### config.mk
export PLATFORM = sky130hd
export DESIGN_NAME = nand_xor_sequencer
export DESIGN_NICKNAME = d
export VERILOG_FILES = /design/src/rtl/nand_seq_pkg.sv /design/src/rtl/nand_gate.sv /design/src/rtl/nand_xor_sequencer.sv
export SDC_FILE = /design/constraint.sdc
export NUM_CORES = 1
export LEC_CHECK = 0
export ABC_AREA = 0
export BUFFER_PORTS_ARGS = -buffer_cell sky130_fd_sc_hd__buf_2
export CORE_ASPECT_RATIO = 0.6
export CORE_MARGIN = 1
export CORE_UTILIZATION = 30
export DETAILED_ROUTE_END_ITERATION = 8
export PLACE_DENSITY = 0.58
export SKIP_CTS_REPAIR_TIMING = 1
export SLEW_MARGIN = 20
export SYNTH_ARGS = -nofsm -noshare
export SYNTH_HDL_FRONTEND = slang
export SYNTH_SLANG_ARGS = --single-unit
### constraint.sdc
create_clock -name clk -period 2.9 [get_ports clk]
set_input_delay 0 -clock clk [delete_from_list [all_inputs] [get_ports clk]]
set_output_delay 0 -clock clk [all_outputs]
set_load 0.1 [all_outputs]
### src/rtl/nand_seq_pkg.sv
// Shared types and constants for the NAND-based XOR/XNOR sequencer.
// Holds the FSM and step encodings plus per-mode step counts.
package nand_seq_pkg;

    typedef enum logic [1:0] {
        IDLE = 2'd0,
        EVAL = 2'd1,
        DONE = 2'd2
    } state_t;

    typedef enum logic [2:0] {
        S0 = 3'd0,
        S1 = 3'd1,
        S2 = 3'd2,
        S3 = 3'd3,
        S4 = 3'd4,
        S5 = 3'd5
    } step_t;

    localparam int STEPS_XNOR = 5;
    localparam int STEPS_XOR  = 6;

    // XNOR finishes at S4; XOR needs the extra inverting step S5
    function automatic step_t last_step(input logic mode);
        if (mode)
            return step_t'(3'(STEPS_XNOR - 1));
        return step_t'(3'(STEPS_XOR - 1));
    endfunction

endpackage

### src/rtl/nand_gate.sv
// Single 2-input NAND evaluator shared by every step of the sequencer.
// Purely combinational.
module nand_gate (
    output logic out,
    input  logic in1,
    input  logic in2
);

    assign out = ~(in1 & in2);

endmodule

### src/rtl/nand_xor_sequencer.sv
// Bit-serial XOR/XNOR built from one shared NAND gate, one NAND per cycle.
// Bits are processed LSB first; result is held between operations.
module nand_xor_sequencer
    import nand_seq_pkg::*;
#(
    parameter int WIDTH = 4
) (
    input  logic             clk,
    input  logic             rst,
    input  logic             start,
    input  logic             mode,
    input  logic [WIDTH-1:0] a,
    input  logic [WIDTH-1:0] b,
    output logic             busy,
    output logic             done,
    output logic [WIDTH-1:0] result
);

    localparam int IDX_W = (WIDTH > 1) ? $clog2(WIDTH) : 1;
    localparam logic [IDX_W-1:0] LAST_IDX = IDX_W'(WIDTH - 1);

    state_t           state;
    state_t           state_n;
    step_t            step;
    logic [IDX_W-1:0] idx;
    logic [WIDTH-1:0] a_q;
    logic [WIDTH-1:0] b_q;
    logic             mode_q;
    logic             x;
    logic             y;
    logic             w;
    logic             u;
    logic             z;
    logic             a_bit;
    logic             b_bit;
    logic             in1;
    logic             in2;
    logic             nand_out;
    logic             accept;
    logic             bit_end;

    assign a_bit = a_q[idx];
    assign b_bit = b_q[idx];

    always_comb begin
        state_n = state;
        busy    = (state != IDLE);
        done    = (state == DONE);
        accept  = (state == IDLE) && start;
        bit_end = (state == EVAL) && (step == last_step(mode_q));
        unique case (state)
            IDLE: if (start) state_n = EVAL;
            EVAL: if (bit_end && idx == LAST_IDX) state_n = DONE;
            DONE: state_n = IDLE;
            default: state_n = IDLE;
        endcase
    end

    // Operand mux: each step routes two stored/operand bits into the NAND
    always_comb begin
        in1 = 1'b0;
        in2 = 1'b0;
        unique case (step)
            S0: begin in1 = a_bit; in2 = a_bit; end
            S1: begin in1 = b_bit; in2 = b_bit; end
            S2: begin in1 = y;     in2 = x;     end
            S3: begin in1 = a_bit; in2 = b_bit; end
            S4: begin in1 = w;     in2 = u;     end
            S5: begin in1 = z;     in2 = z;     end
            default: ;
        endcase
    end

    nand_gate u_nand (
        .out (nand_out),
        .in1 (in1),
        .in2 (in2)
    );

    always_ff @(posedge clk) begin
        if (rst)
            state <= IDLE;
        else
            state <= state_n;
    end

    always_ff @(posedge clk) begin
        if (rst) begin
            a_q    <= '0;
            b_q    <= '0;
            mode_q <= 1'b0;
            result <= '0;
            idx    <= '0;
            step   <= S0;
            x      <= 1'b0;
            y      <= 1'b0;
            w      <= 1'b0;
            u      <= 1'b0;
            z      <= 1'b0;
        end else if (accept) begin
            a_q    <= a;
            b_q    <= b;
            mode_q <= mode;
            result <= '0;
            idx    <= '0;
            step   <= S0;
        end else if (state == EVAL) begin
            unique case (step)
                S0:      x <= nand_out;
                S1:      y <= nand_out;
                S2:      w <= nand_out;
                S3:      u <= nand_out;
                default: z <= nand_out;
            endcase
            if (bit_end) begin
                result[idx] <= nand_out;
                step        <= S0;
                if (idx != LAST_IDX)
                    idx <= idx + IDX_W'(1);
            end else begin
                step <= step_t'(step + 3'd1);
            end
        end
    end

endmodule

==> results.sh <==
export IMPL_synth_async_reset_ratio_pct=0
export IMPL_critical_path_required_ns=3.06
export IMPL_num_rows=18
export IMPL_cts_root_buf="clkbuf_8"
export IMPL_antenna_found_initial=0
export IMPL_drt_iter0_drc=107
export IMPL_vias_per_cell=4.86
export IMPL_synth_warnings=0
export IMPL_hold_class="input pin to register"
export IMPL_drc=0
export IMPL_first_pass_iters=4
export IMPL_period_needed_ns=1.94
export IMPL_coreArea_sq_mm=0.00412
export IMPL_end_kind="register"
export IMPL_synth_area_leader_cell="dfxtp_1"
export IMPL_track_usage_pct=14.4
export IMPL_seq_area_frac_synth_pct=38.8
export IMPL_fin_hold_ws_ns=-0.0168
export IMPL_tightest_slew_ns=0.488
export IMPL_cellPowerDensity_mw_per_mm2=438
export IMPL_rsz0062_at_grt="false"
export IMPL_fp_dieH_microns=52.8
export IMPL_cts_tree="yes"
export IMPL_status="finished with violations"
export IMPL_hpwl_microns=2170
export IMPL_setup_violations=0
export IMPL_wl_microns=2890
export IMPL_wl_per_cell_microns=12.9
export IMPL_synth_top_area_share_pct=38.8
export IMPL_ys_ff_latch=25
export IMPL_max_clock_path_buffers=2
export IMPL_register_area_sq_um=500
export IMPL_fillers=424
export IMPL_via_count=1089
export IMPL_p_leak_nw=0.582
export IMPL_die_w_microns=86.6
export IMPL_ys_top_cells_by_count="dfxtp_1, a21oi_1, nand2_1"
export IMPL_area_growth_pct=17.9
export IMPL_ir_worst_vdd_v=0.000197
export IMPL_final_nets=186
export IMPL_path_buf_inv=1
export IMPL_yosysMostFrequentCell="dfxtp_1"
export IMPL_violations="negative hold slack"
export IMPL_multi_input_area_sq_um=699
export IMPL_skew_ns=0.0103
export IMPL_yosysUniqueCellTypes=31
export IMPL_clk_pin_slew_ns=0.10
export IMPL_setup_tns_ns=0
export IMPL_grt_pass1_wl_microns=4860
export IMPL_crit_chain="inv_1 > ha_1 > nor2b_1 > nor2_1 > o211a_1 > a31oi_4 > a311oi_1"
export IMPL_io_pins=18
export IMPL_finalMaxSlewViolations=0
export IMPL_maxCapViolCount=0
export IMPL_place_area_sq_mm=0.00139
export IMPL_cp_start_kind="register"
export IMPL_postRouteAntennaNets=0
export IMPL_cp_max_fo=9
export IMPL_synthFlopType="dfxtp_1"
export IMPL_cpMaxStageDelayCell="dfxtp_1"
export IMPL_design_area_sq_mm=0.00152
export IMPL_place_congestion=0.877
export IMPL_cp_slowest_stage_delay_ns=0.38
export IMPL_antenna_cells=0
export IMPL_grt_pass1_vias=1034
export IMPL_grt_max_degree=18
export IMPL_clk_latency_ns=0.28
export IMPL_cp_data_arrival_time_ns=2.10
export IMPL_syn_area_sq_mm=0.00129
export IMPL_timing_fmax_mhz=516
export IMPL_cts_max_level=1
export IMPL_synth_edf_count=0
export IMPL_synth_area_top_cells="dfxtp_1, ha_1, a21oi_1"
export IMPL_start_util_pct=31.3
export IMPL_cts_made_buffers=3
export IMPL_io_buffer_count=17
export IMPL_dieArea_sq_mm=0.00457
export IMPL_hold_violations=1
export IMPL_finalCritPeriodShare_pct=66.9
export IMPL_gr_total_overflow=0
export IMPL_critical_path_class="register to register"
export IMPL_syn_avg_cell_area_sq_um=9.14
export IMPL_cts_sinks=25
export IMPL_netlist_instances=141
export IMPL_drive_gt1_share_pct=18.9
export IMPL_crit_family="compound AO/OA/AOI/OAI gates"
export IMPL_synthesis_nets=162
export IMPL_slew_headroom_pct=67.7
==> metal layers <==
layer	routed length (microns)	part of all wire, %	vias up	global-route usage (%)
li1	-	-	546	-
met1	1500	52	519	18.6
met2	1220	42	22	23.3
met3	146	5.1	2	4.72
met4	24	0.83	0	3.33
met5	0	0	-	0
==> logic make-up after synthesis <==
family,after synthesis,synth area share (%)
buf+inv,13,6.89
fa+ha+maj,9,8.74
xor+xnor,2,1.36
compound gates,40,21.8
mux,6,4.95
flops,25,38.8
simple gates,46,17.4
==> sequential cells by signal, summed over array words and instances, names as in the netlist <==
register  flops
a_q           4
b_q           4
idx           2
mode_q        1
result        4
state         2
step          3
u             1
w             1
x             1
y             1
z             1
==> worst register-to-register path: cells and delay by family, from the launching register on <==
family | cells | cell delay, ns
buffers and inverters | 1 | 0.11
DFF | 1 | 0.38
adders and majority gates | 1 | 0.19
and+or+nand+nor | 2 | 0.46
AOI/OAI and AO/OA | 3 | 0.69
==> final cells by class <==
| class | instances | area share (%) |
|---|---|---|
| Multi-Input combinational cell | 103 | 46.0 |
| Sequential cell | 25 | 32.9 |
| Timing Repair Buffer | 26 | 11.4 |
| Tap cell | 60 | 4.94 |
| Clock buffer | 3 | 2.72 |
| Inverter | 6 | 1.48 |
| Clock inverter | 1 | 0.494 |
==> layout by cell type (no fill, tap or decap) <==
cell	netlist	layout
buf_4	0	1
nor2_1	10	10
nor4_2	1	1
o32a_1	1	1
a31oi_4	1	1
clkinvlp_4	0	1
dfxtp_1	25	25
and2b_2	3	3
o211a_1	1	1
inv_1	6	6
a22oi_1	1	1
o221ai_1	1	1
a32oi_1	3	3
nor2b_1	2	2
nand2b_1	1	1
mux2_2	3	3
nor3_1	2	2
buf_2	1	17
a21oi_1	22	22
or2b_1	1	1
clkbuf_8	0	3
nand2_1	22	22
ha_1	9	9
and2_1	1	1
nor4_1	1	1
or2b_2	1	1
a22o_1	1	1
a311oi_1	9	9
dlygate4sd3_1	0	8
and2b_1	1	1
mux2i_1	3	3
xnor2_1	2	2
==> worst paths after layout <==
check             depth (start not counted)    start  slack [ns]         to
setup reg to reg                          7  step[0]        0.96  result[0]
setup / recovery                          7  step[0]        0.96  result[0]
hold reg to reg                           2   a_q[0]        0.46     a_q[0]
hold / removal                            3     a[2]       -0.02     a_q[2]
==> power breakdown <==
group / total [mW] / leakage (nW) / internal, mW / switching [mW]
sequential: 0.364 / 0.203 / 0.355 / 0.00846
combinational: 0.0876 / 0.356 / 0.0344 / 0.0532
clock: 0.214 / 0.0217 / 0.0976 / 0.117
total: 0.666 / 0.582 / 0.487 / 0.178
==> per-stage QoR <==
stage                     setup slack (ns)  hold slack, ns  util [%]  cells  power (mW)
after CTS                            0.959         -0.0506      34.9    216       0.662
final                                0.960         -0.0168      36.9    224       0.666
after detailed placement             0.984           0.249      33.7    212       0.450
after global placement                1.08           0.240      33.7    212       0.447
after global routing                 0.807         0.00440      36.9    224       0.701
after floorplan                       1.18           0.131         -    141       0.433
(Power assumes the default switching activity.)
